==> src/rtl/multi_debouncer.sv <==
// Multi-channel debouncer: per-channel synchroniser, settle counter, registered
// stable level and single-cycle rise/fall pulses on each commit.
module multi_debouncer #(
  parameter int SIGNAL_NUM    = 4,
  parameter int COUNTER_WIDTH = 20,
  parameter int SYNC_STAGES   = 2
) (
  input  logic                     clk,
  input  logic                     rst,
  input  logic [SIGNAL_NUM-1:0]    signal_input,
  input  logic [COUNTER_WIDTH-1:0] settle_ticks,
  output logic [SIGNAL_NUM-1:0]    signal_output,
  output logic [SIGNAL_NUM-1:0]    rise_pulse,
  output logic [SIGNAL_NUM-1:0]    fall_pulse,
  output logic                     busy
);

  logic [SIGNAL_NUM-1:0]    sync_q [SYNC_STAGES];
  logic [SIGNAL_NUM-1:0]    stable;
  logic [SIGNAL_NUM-1:0]    differ;
  logic [SIGNAL_NUM-1:0]    commit;
  logic [COUNTER_WIDTH-1:0] cnt      [SIGNAL_NUM];
  logic [COUNTER_WIDTH:0]   cnt_next [SIGNAL_NUM];
  logic [COUNTER_WIDTH:0]   threshold;

  assign stable = sync_q[SYNC_STAGES-1];
  assign differ = stable ^ signal_output;
  assign busy   = |differ;

  // Compare is one bit wider than the counter so cnt+1 never wraps.
  always_comb begin
    threshold = (settle_ticks == '0) ? {{COUNTER_WIDTH{1'b0}}, 1'b1}
                                     : {1'b0, settle_ticks};
    for (int unsigned i = 0; i < SIGNAL_NUM; i++) begin
      cnt_next[i] = {1'b0, cnt[i]} + {{COUNTER_WIDTH{1'b0}}, 1'b1};
      commit[i]   = differ[i] && (cnt_next[i] >= threshold);
    end
  end

  always_ff @(posedge clk or negedge rst) begin
    if (!rst) begin
      for (int unsigned k = 0; k < SYNC_STAGES; k++) sync_q[k] <= '0;
    end else begin
      sync_q[0] <= signal_input;
      for (int unsigned k = 1; k < SYNC_STAGES; k++) sync_q[k] <= sync_q[k-1];
    end
  end

  always_ff @(posedge clk or negedge rst) begin
    if (!rst) begin
      signal_output <= '0;
      rise_pulse    <= '0;
      fall_pulse    <= '0;
      for (int unsigned i = 0; i < SIGNAL_NUM; i++) cnt[i] <= '0;
    end else begin
      for (int unsigned i = 0; i < SIGNAL_NUM; i++) begin
        rise_pulse[i] <= commit[i] & stable[i];
        fall_pulse[i] <= commit[i] & ~stable[i];
        if (commit[i]) begin
          signal_output[i] <= stable[i];
          cnt[i]           <= '0;
        end else if (differ[i]) begin
          cnt[i] <= cnt_next[i][COUNTER_WIDTH-1:0];
        end else begin
          cnt[i] <= '0;
        end
      end
    end
  end

endmodule

==> config.mk <==
export PLATFORM = sky130hd
export DESIGN_NAME = multi_debouncer
export DESIGN_NICKNAME = d
export VERILOG_FILES = /design/src/rtl/multi_debouncer.sv
export SDC_FILE = /design/constraint.sdc
export NUM_CORES = 1
export LEC_CHECK = 0
export CAP_MARGIN = 20
export CORE_UTILIZATION = 60
export CTS_CLUSTER_DIAMETER = 50
export DETAILED_ROUTE_END_ITERATION = 8
export PLACE_DENSITY = 0.8
export SYNTH_ARGS = -nofsm -noshare
export SYNTH_HDL_FRONTEND = slang
export SYNTH_SLANG_ARGS = --single-unit
==> constraint.sdc <==
create_clock -name clk -period 4.4 [get_ports clk]
set_input_delay 0.88 -clock clk [delete_from_list [all_inputs] [get_ports clk]]
set_output_delay 0.88 -clock clk [all_outputs]
set_load 0.05 [all_outputs]
# Word level (Yosys, flattened, before mapping)
# Cells that the tools add are included.
dict set report totals {
  register_bits 100
  input_bits 26
  out_inout_bits 13
}
dict set report op_classes {
  n_addsub 4
  n_lt_le_gt_ge 4
  muxes 9
  bitwise_logic 13
  n_reduce_logical 6
}
# cell count
set ops {}
lappend ops {{$mux W20} 9}
lappend ops {{$add A20 B1 Y21 const B} 4}
lappend ops {{$ge A21 B20 Y1} 4}
lappend ops {{$logic_not A20 Y1} 1}
lappend ops {{$and A1 B1 Y1} 8}
lappend ops {{$logic_and A1 B1 Y1} 4}
lappend ops {{$not A1 Y1} 4}
lappend ops {{$reduce_or A4 Y1} 1}
lappend ops {{$xor A4 B4 Y4} 1}

# Logic depth before layout (Yosys ltp)
# Gate-level depths: netlist of the first run.
dict set report logic_depth {
  ltp_word 5
  mapped_depth 15
}

# Worst setup path before layout of the first run
# Ideal clock, no wire load.
dict set report synth_path {
  path_kind {in2reg}
  startpoint {in settle_ticks[12]}
  endpoint {reg signal_output[3]}
  setup_ps 125
  arrival_time_ps 3272
  required_time_ps 4275
  slack_ps 1003
  path_stages 9
  path_cell_list {nor4_1 -> nand4_1 -> o41ai_1 -> ha_1 -> o21ai_0 -> a21oi_1 -> o311a_1 -> nor3b_1 -> mux2_2}
}
dict set report synth_via {
  elab_chain_len 4
}
# element line
set synth_lines {}
lappend synth_lines {{start: declaration} 11} ;# input logic [COUNTER_WIDTH-1:0] settle_ticks,
lappend synth_lines {{$logic_not A20 Y1} 32} ;# threshold = (settle_ticks == '0) ? {{COUNTER_WIDTH{1'b0}}, 1'b1}
lappend synth_lines {{$mux W20 *} 32}
lappend synth_lines {{$ge A21 B20 Y1 *} 36} ;# commit[i] = differ[i] && (cnt_next[i] >= threshold);
lappend synth_lines {{$logic_and A1 B1 Y1 *} 36}
lappend synth_lines {{end signal: indexed assignment} 60} ;# signal_output[i] <= stable[i];
lappend synth_lines {{end: declaration} 12} ;# output logic [SIGNAL_NUM-1:0] signal_output,
# Every way passes the cells marked *; elsewhere a longest branch is shown, timed or not.
# A chain may end at the register's enable or synchronous reset.

# Worst setup path in the final report of the first run
dict set report layout_path {
  startpoint {in settle_ticks[12]}
  endpoint {reg cnt[43] (netlist bit)}
}
dict set report layout_via {
  elab_chain_len 5
}
# element line
set layout_lines {}
lappend layout_lines {{$logic_not A20 Y1} 32}
lappend layout_lines {{$mux W20 *} 32}
lappend layout_lines {{$ge A21 B20 Y1 *} 36}
lappend layout_lines {{$logic_and A1 B1 Y1 *} 36}
lappend layout_lines {{$mux W20 *} 59} ;# if (commit[i]) begin
lappend layout_lines {{end signal: indexed assignment} 63} ;# cnt[i] <= cnt_next[i][COUNTER_WIDTH-1:0];
lappend layout_lines {{end: declaration} 22} ;# logic [COUNTER_WIDTH-1:0] cnt [SIGNAL_NUM];
# Marked as above.

==> impl_metrics.csv, run 1 <==
group,metric,value,unit
final_layout,ratio_of_cells_with_drive_above_1_in_the_final_layout,5.968,%
logic_synthesis,synth_area_per_cell,10.09,sq um
clocking,clock-sinks,100,
global_route,grt_pass1_vias,4922,
global_route,wire_length_of_the_first_global_routing_pass,23940,microns
logic_synthesis,async_flop_share,100.0,%
sta,whs,0.3575,ns
final_layout,mostFrequentLayoutCells,"sky130_fd_sc_hd__dfrtp_1, sky130_fd_sc_hd__ha_1, sky130_fd_sc_hd__nor2b_1, sky130_fd_sc_hd__xnor2_1, sky130_fd_sc_hd__nand3_1",
detailed_routing,wirelength,14580,microns
clocking,max-clock-path-buffers,2,
logic_synthesis,netlist_instances,634,
sta,timing.final.setup_violations,0,
final_layout,utilization_after_layout,69.28,%
detailed_routing,dr_total_vias,4870,
worst_setup_path,critical_path_required,4.76,ns
worst_setup_path,critPathArrivalTime,4.20,ns
power_and_ir_drop,worst_ir_drop_on_vdd,0.0001679,V
logic_synthesis,synth-seq-cells,100,
floorplan,standard_cell_rows,37,
final_layout,final_cell_area,0.007152,sq mm
detailed_routing,detail-route-antenna-nets,0,
final_layout,final_common_cell,"sky130_fd_sc_hd__dfrtp_1",
logic_synthesis,yosys_top_cell_by_area,"sky130_fd_sc_hd__dfrtp_1",
placed_design,dpl-instance-area,0.006947,sq mm
sta,timing_max_transition_violations_final,0,
clocking,cts_inserted_buffers,9,
global_route,grt_antenna_before_repair,0,
clocking,ctsRootBufferMaster,"sky130_fd_sc_hd__clkbuf_8",
sta,final_setup_tns,0,ns
sta,post_layout_minimum_cycle_time,3.842,ns
hold_path,timing.hold.worst.class,"flop to flop",
global_route,grt_max_degree,77,
floorplan,floorplan.initialDensity,61.94,%
logic_synthesis,netlist-cell-type-count,51,
clocking,h-tree-depth,3,
power_and_ir_drop,power.density,245.8,mW/mm^2
final_layout,p_r_area_growth_vs_syn,11.84,%
global_route,grt.overflow.total,0,
detailed_routing,dr.first_iter.drc_count,306,
sta,fmax,260.3,MHz
final_layout,nNetsFinal,792,
clocking,cts_repair_resize_count,0,
global_route,groute.usage.overall,28.28,%
detailed_routing,route.detailed.drc,0,
final_layout,num_antenna_cells,0,
detailed_routing,routedWlPerCell,17.71,microns
worst_setup_path,worst_setup_path_start_kind,"input port",
logic_synthesis,synth_nets,744,
run,cap_violations,0,
clocking,clkLatencyLatePin,0.41,ns
power_and_ir_drop,leakage,3.522,nW
detailed_routing,drt-vias-per-instance,5.917,
detailed_routing,drt_pre_antenna_iters,5,
clocking,ctsHoldBuffers,0,
floorplan,die-area,0.01108,sq mm
clocking,cts_tree,"built",
logic_synthesis,ys_top_cells_by_area,"sky130_fd_sc_hd__dfrtp_1, sky130_fd_sc_hd__ha_1, sky130_fd_sc_hd__nor2b_1, sky130_fd_sc_hd__xnor2_1, sky130_fd_sc_hd__xor2_1",
hold_path,worst_hold_path.num_cells,0,
sta,timing_worst_slew_pin_value,0.9671,ns
logic_synthesis,mappedNetlistArea,0.006395,sq mm
sta,maximum_clock_skew_at_final_layout,0.01692,ns
logic_synthesis,synth_top_flop_cell,"sky130_fd_sc_hd__dfrtp_1",
logic_synthesis,synth_seq_area_share,39.13,%
placed_design,dp.final_hpwl,10600,microns
placed_design,port-buffer-count,38,
floorplan,die-width,105.2,microns
clocking,cts_post_setup_buffers_inserted,0,
logic_synthesis,synth-edff-count,0,
floorplan,fp.coreArea,0.01032,sq mm
worst_setup_path,critical_path_peak_fanout,19,
outcome,run_status,"finished clean",
clocking,worst_setup_hold_path_clk_slew,0.11,ns
worst_setup_path,type_of_the_worst_setup_path,"input port to flop",
sta,timing.final.crit_share,87.32,%
logic_synthesis,number_of_warnings_issued_by_yosys,0,
sta,max-slew-margin-rel,35.53,%
worst_setup_path,cp-end-kind,"flop",
placed_design,place_congestion,0.8448,
floorplan,die-height,105.2,microns
logic_synthesis,synth_largest_type_area_fraction,39.13,%
floorplan,ioPinCount,39,
worst_setup_path,reg2reg_depth,11,
sta,final-hold-violation-count,0,
sta,rsz0062_at_grt,"false",
## routing by layer
layer	vias up	wire length (microns)	GRT usage, %
met3	24	739	5.380
met4	0	357	10.16
met5	-	0	0
met2	123	6813	45.49
met1	2392	6667	38.24
li1	2331	-	-
## logic make-up (layout without fill, tap and decap cells)
group           after synthesis  count (layout)  synth area share, %
flops                       100             100                39.13
compound gates               63              63                6.144
fa+ha+maj                    84              84                16.44
buf+inv                      37              90                2.407
simple gates                270             270                24.71
mux                           4               4               0.7630
xor+xnor                     76              76                10.41
## cells in the mapped netlist (all sizes together) (13+ instances only)
library cell,number
inv,30
o21ai,16
nand4,23
a21oi,22
and4,13
xor2,29
nor2,38
nand3,40
ha,84
dfrtp,100
xnor2,47
nor2b,71
nand2,36
## critical path, stage by stage
cell                              delay (ns)
sky130_fd_sc_hd__clkdlybuf4s50_1        0.44
sky130_fd_sc_hd__nor4_1                 0.32
sky130_fd_sc_hd__nand4_1                0.13
sky130_fd_sc_hd__o41ai_1                0.38
sky130_fd_sc_hd__buf_4                  0.21
sky130_fd_sc_hd__ha_1                   0.21
sky130_fd_sc_hd__nand2b_1               0.14
sky130_fd_sc_hd__a211oi_1               0.21
sky130_fd_sc_hd__o21ai_0                0.12
sky130_fd_sc_hd__a31oi_1                0.29
sky130_fd_sc_hd__nand4_2                0.50
sky130_fd_sc_hd__and2b_1                0.37
## where the power goes
group	switching, mW	internal [mW]	leakage (nW)
logic	0.111	0.0675	2.05
clock network	0.364	0.273	0.107
registers	0.0111	0.931	1.37
## sequential cells by signal, indices dropped and copies added, names as in the netlist
signal and flops:
fall_pulse 4, rise_pulse 4, stable 4, sync_q 4
signal_output 4, cnt 80
## worst paths after layout
kind,start,to,slack [ns]
max reg2reg,cnt[40],cnt[43],0.83
min in group asynchronous,rst,cnt[52],0.60
min,sync_q[4],stable[0],0.36
min reg2reg,sync_q[4],stable[0],0.36
max,settle_ticks[12],cnt[43],0.56
max in group asynchronous,rst,cnt[37],2.86
## final cells by class
cell class                 instances  area (sq um)
inverter                          30         112.6
fill                             795          3172
tap                              136         170.2
clock buffer                       9         123.9
sequential                       100          2502
multi-input combinational        497          3739
timing repair buffer              44         422.9
clock inverter                     7         81.33
## per-stage QoR
| stage | cells | setup WS [ns] | power [mW] |
|---|---|---|---|
| 2_1_floorplan | 634 | 1.003 | 1.048 |
| 3_3_place_gp | 807 | 0.3401 | 1.126 |
| 3_5_place_dp | 807 | 0.1907 | 1.137 |
| 4_1_cts | 823 | 0.5827 | 1.768 |
| 5_1_grt | 823 | 0.3331 | 1.824 |
| 6_report | 823 | 0.5581 | 1.758 |
Note: power is estimated with default switching activity, not from simulation.
==> run 2, diff against run 1 <==
--- a/config.mk
+++ b/config.mk
@@ -8,6 +8,7 @@
 export CAP_MARGIN = 20
 export CORE_UTILIZATION = 60
 export CTS_CLUSTER_DIAMETER = 50
+export CTS_CLUSTER_SIZE = 10
 export DETAILED_ROUTE_END_ITERATION = 8
 export PLACE_DENSITY = 0.8
 export SYNTH_ARGS = -nofsm -noshare
==> results of run 2 <==
Final layout, timing and power as in run 1 (identical DEF).
==> RTL edit 1 (flow settings as in run 2) <==
Make the reset (`rst`) synchronous in 2 clocked blocks.
--- a/src/rtl/multi_debouncer.sv
+++ b/src/rtl/multi_debouncer.sv
@@ -37,7 +37,7 @@
     end
   end
 
-  always_ff @(posedge clk or negedge rst) begin
+  always_ff @(posedge clk) begin
     if (!rst) begin
       for (int unsigned k = 0; k < SYNC_STAGES; k++) sync_q[k] <= '0;
     end else begin
@@ -46,7 +46,7 @@
     end
   end
 
-  always_ff @(posedge clk or negedge rst) begin
+  always_ff @(posedge clk) begin
     if (!rst) begin
       signal_output <= '0;
       rise_pulse    <= '0;
Behaviour: differs if rst is asserted again (counterexample within 4 cycles, from zero or initial values and one cycle with rst low); with rst held inactive, the same outputs for 10 cycles.
==> RTL edit 1 against run 2 <==
Final area rose by 12%. Power up 23%. Synthesized cell count rose by 3.8%. Count of clock-buffer cells in the layout is 6 higher. Area after synthesis rose by 8.6%. Setup slack worse by 230 ps. Sequential cell count is the same. Routed wire length is 5.2% higher. Combinational power increased by 72%.
==> RTL edit 1: results (changes against run 2) <==
\begin{tabular}{lr}
\hline
Metric & Value \\
\hline
\multicolumn{2}{l}{\textbf{GRT}} \\
Wire length of the first global-routing pass & 24700 um (+3.4\%) \\
Vias in the first global route & 5203 (+5.7\%) \\
Met3 usage in global routing & 3.91\% (-1.5 points) \\
Maximum number of pins on one net before global-route repair & 24 (-69\%) \\
\multicolumn{2}{l}{\textbf{Drt}} \\
Detail-routed net length per standard cell & 16.6 um (-6.3\%) \\
Vias & 5147 (+5.7\%) \\
Drt initial violations & 280 (-8.5\%) \\
\multicolumn{2}{l}{\textbf{Clock network}} \\
Clock Pin Slew Worst Setup and Hold Paths & 70 ps (-40 ps) \\
Clock network latency to the later pin of the worst-skew pair & 350 ps (-60 ps) \\
\multicolumn{2}{l}{\textbf{Worst setup path}} \\
Worst reg-to-reg setup slack & 330 ps (-500 ps) \\
Critical path data arrival time & 4270 ps (+70 ps) \\
Worst r2r path cells & 12 (+1) \\
Terminus of the critical flop-to-flop path & cnt[1][11] \\
Beginning of the worst register-to-register path & cnt[1][0] \\
Maximum fanout along the worst path & 20 (+1) \\
\multicolumn{2}{l}{\textbf{Synth}} \\
Most instantiated cells after synthesis & sky130\_fd\_sc\_hd\_\_ha\_1, sky130\_fd\_sc\_hd\_\_edfxtp\_1, sky130\_fd\_sc\_hd\_\_nor2b\_1, sky130\_fd\_sc\_hd\_\_xnor2\_1, sky130\_fd\_sc\_hd\_\_nand2\_1 \\
Synth Flop Type & sky130\_fd\_sc\_hd\_\_edfxtp\_1 \\
Async SR Flop Fraction & 0\% (-100 points) \\
Count of different cell masters after synthesis & 55 (+7.8\%) \\
Sequential cell area fraction in the yosys report & 40.3\% (+1.2 points) \\
Leading cell types by total area after synthesis & sky130\_fd\_sc\_hd\_\_edfxtp\_1, sky130\_fd\_sc\_hd\_\_ha\_1, sky130\_fd\_sc\_hd\_\_xnor2\_1 \\
\multicolumn{2}{l}{\textbf{Power and ir drop}} \\
Worst IR Drop VDD & 285 uV (+69\%) \\
Static leakage & 3.38 nW (-3.9\%) \\
\multicolumn{2}{l}{\textbf{Min path}} \\
Source of the worst hold timing path & sync\_q[0][1] \\
Worst hold path endpoint & sync\_q[0][5] \\
Hold Crit Depth & 1 (+1) \\
\multicolumn{2}{l}{\textbf{Place}} \\
Minimum setup slack after placement & 205 ps (+13.9 ps) \\
Detailed placement HPWL & 11800 um (+11\%) \\
\multicolumn{2}{l}{\textbf{Cells and area}} \\
Proportion of layout cells with a drive suffix above 1 & 6.25\% (+0.28 points) \\
Net count of the finished layout & 889 (+12\%) \\
\multicolumn{2}{l}{\textbf{Status}} \\
Result of the run & complete, no violations \\
\multicolumn{2}{l}{\textbf{Timing}} \\
Final clock skew & 8.62 ps (-8.30 ps) \\
\hline
\end{tabular}
RTL edit 1: worst max path at each step:
stage                                start          to  slack [ps]  depth (start not counted)
after global routing             cnt[1][0]  cnt[1][11]          60                         13
after floorplan           settle_ticks[12]  cnt[3][10]         980                         10
after detailed placement   settle_ticks[8]  cnt[0][13]         200                         12
final                            cnt[1][0]  cnt[1][11]         330                         12
after global placement     settle_ticks[4]  cnt[0][16]         360                         12
after CTS                        cnt[1][0]  cnt[1][11]         350                         12
RTL edit 1: area by class of cell:
cell class | count | share of cell area, %
clock buffer | 15 | 3.46
clock inverter | 1 | 0.0623
inverter | 32 | 1.49
multi-input combinational | 594 | 52.8
sequential | 100 | 34.9
tap | 140 | 2.18
timing repair buffer | 42 | 5.11
RTL edit 1: layer usage:
metal / wire length (um) / vias up / share of wire (%)
met5: 0 / - / 0
met4: 537 / 0 / 3.5
met3: 728 / 36 / 4.7
met2: 7270 / 113 / 47
met1: 6790 / 2454 / 44
li1: - / 2544 / -
RTL edit 1: per-stage QoR:
stage	cells	hold slack [ps]	instance area, um2	util [%]
after floorplan	737	412	7240	-
after global placement	908	415	7750	70.0
after detailed placement	908	424	7750	70.0
after CTS	924	438	8040	72.5
after global routing	924	456	8040	72.5
final	924	441	8040	72.5
RTL edit 1: cells by family after synthesis:
kind of cell / after synthesis / synth area share, %
adder cells (fa/ha/maj): 84 / 15.1
XOR/XNOR: 76 / 9.58
flip-flops: 100 / 40.3
multiplexers: 4 / 0.576
buffers and inverters: 43 / 2.83
other: 1 / 0.0540
AND/OR/NAND/NOR: 283 / 25.5
AO/OA/AOI/OAI: 67 / 6.03
RTL edit 1: power breakdown:
part | switching [mW] | leakage (nW) | internal, mW | total, mW
logic | 0.174 | 2.26 | 0.133 | 0.307
registers | 0.0362 | 0.989 | 1.06 | 1.10
clock network | 0.329 | 0.140 | 0.430 | 0.759
total | 0.539 | 3.38 | 1.62 | 2.16
RTL edit 1: worst max-delay path, stage by stage, from the launching register on:
cell and delay (ps):
sky130_fd_sc_hd__edfxtp_1 430, sky130_fd_sc_hd__ha_1 230, sky130_fd_sc_hd__inv_1 50, sky130_fd_sc_hd__or2_2 340, sky130_fd_sc_hd__nor3_1 390, sky130_fd_sc_hd__xor2_1 240
sky130_fd_sc_hd__ha_1 290, sky130_fd_sc_hd__a21oi_1 180, sky130_fd_sc_hd__o21a_1 150, sky130_fd_sc_hd__nor2_1 40, sky130_fd_sc_hd__a2111oi_0 510, sky130_fd_sc_hd__or4b_1 830
sky130_fd_sc_hd__nor2b_1 230
==> RTL edit 2 (flow settings as in run 2) <==
Without the edit above. The parameter `SIGNAL_NUM` goes from 4 to 2.
--- a/src/rtl/multi_debouncer.sv
+++ b/src/rtl/multi_debouncer.sv
@@ -1,7 +1,7 @@
 // Multi-channel debouncer: per-channel synchroniser, settle counter, registered
 // stable level and single-cycle rise/fall pulses on each commit.
 module multi_debouncer #(
-  parameter int SIGNAL_NUM    = 4,
+  parameter int SIGNAL_NUM    = 2,
   parameter int COUNTER_WIDTH = 20,
   parameter int SYNC_STAGES   = 2
 ) (
Ports: changed (resized fall_pulse, rise_pulse, signal_input and signal_output); port bits go from 39 to 31. The function was not compared with the original's and may differ.
==> RTL edit 2 against run 2 <==
Count of clock-buffer cells in the layout down 4. Fmax shrank 10%. Routed wire length fell by 52%. Core utilization rose by 4.0 points. Sequential cell count fell by 50. Global-route usage fell by 2.1 points. Sequential share of layout area down 2.4 points. Setup slack got worse by 440 ps. Critical endpoint is now cnt[19]. Hold slack is essentially flat. Power shrank 52%. Area after synthesis shrank 48%. Final area decreased by 46%. Critical path depth did not move.
==> RTL edit 2: results (changes against run 2) <==
\begin{tabular}{lr}
\hline
Metric & Value \\
\hline
\multicolumn{2}{l}{\textbf{Drt}} \\
Number of vias per cell after detailed routing & 5.77 (-2.4\%) \\
Drt initial violations & 135 (-56\%) \\
Vias & 2563 (-47\%) \\
Metal3 WL & 325 um (-56\%) \\
Aggregate routed wire length & 7030 um (-52\%) \\
\multicolumn{2}{l}{\textbf{Synth}} \\
Count of different cell masters after synthesis & 40 (-22\%) \\
Synthesized netlist net count & 400 (-46\%) \\
Leading cell types by total area after synthesis & sky130\_fd\_sc\_hd\_\_dfrtp\_1, sky130\_fd\_sc\_hd\_\_ha\_1, sky130\_fd\_sc\_hd\_\_xnor2\_1 \\
Adder-Cell Fraction of Synth Area & 15.7\% (-0.70 points) \\
Count of mapped cells out of synthesis & 334 (-47\%) \\
\multicolumn{2}{l}{\textbf{Clock network}} \\
Number of clock sinks seen by CTS & 50 (-50\%) \\
CTS H-tree lvls & 2 (-1) \\
Number of gates given a new drive strength after cts & 1 (+1) \\
\multicolumn{2}{l}{\textbf{Cells and area}} \\
Flip-flop count of the largest register after layout & 40 (-50\%) \\
Fill count & 374 (-53\%) \\
Count of buffers not belonging to the clock network in the layout & 37 (-16\%) \\
Nonclk inv count & 24 (-20\%) \\
Area of the multi-input gates & 1970 um2 (-47\%) \\
Buffering overhead & 9.38\% (+3.5 points) \\
\multicolumn{2}{l}{\textbf{Worst setup path}} \\
Terminus of the critical flop-to-flop path & cnt[19] \\
Worst r2r path cells & 14 (+3) \\
Critical path data arrival time & 4530 ps (+330 ps) \\
\multicolumn{2}{l}{\textbf{Timing}} \\
Final setup slack of the worst path & 114 ps (-444 ps) \\
Hold slack final & 358 ps (+0.105 ps) \\
\multicolumn{2}{l}{\textbf{Power and ir drop}} \\
Worst IR Drop VDD & 144 uV (-14\%) \\
Static leakage & 1.91 nW (-46\%) \\
\multicolumn{2}{l}{\textbf{GRT}} \\
Vias in the first global route & 2534 (-49\%) \\
Global routing usage on met1 & 35.3\% (-3.0 points) \\
Met3 usage in global routing & 5.63\% (+0.25 points) \\
Wire length of the first global-routing pass & 11900 um (-50\%) \\
\multicolumn{2}{l}{\textbf{Place}} \\
Input/output buffers & 30 (-21\%) \\
DP Area & 3750 um2 (-46\%) \\
Total placed cells including tap cells & 437 (-46\%) \\
Weighted congestion reported at the end of routability-driven placement & 0.854 (+1.1\%) \\
\multicolumn{2}{l}{\textbf{Status}} \\
Result of the run & complete, no violations \\
\multicolumn{2}{l}{\textbf{Floorplanning}} \\
Core Box Area & 5240 um2 (-49\%) \\
\hline
\end{tabular}
-- RTL edit 2: critical path, cell delays in order --
cell,delay (ps)
sky130_fd_sc_hd__clkdlybuf4s50_1,420
sky130_fd_sc_hd__nor4_1,560
sky130_fd_sc_hd__nand4_1,190
sky130_fd_sc_hd__o41ai_2,430
sky130_fd_sc_hd__ha_1,320
sky130_fd_sc_hd__nor2_1,100
sky130_fd_sc_hd__a21oi_1,80
sky130_fd_sc_hd__a2111oi_2,300
sky130_fd_sc_hd__o221ai_1,220
sky130_fd_sc_hd__or4b_1,600
sky130_fd_sc_hd__buf_12,200
sky130_fd_sc_hd__and2b_1,200
-- RTL edit 2: power breakdown --
part           leakage (nW)  switching [mW]  total (mW)  internal [mW]
sequential            0.684         0.00568       0.471          0.465
combinational          1.19          0.0596       0.109         0.0491
clock                0.0362           0.152       0.261          0.109
total                  1.91           0.218       0.841          0.623
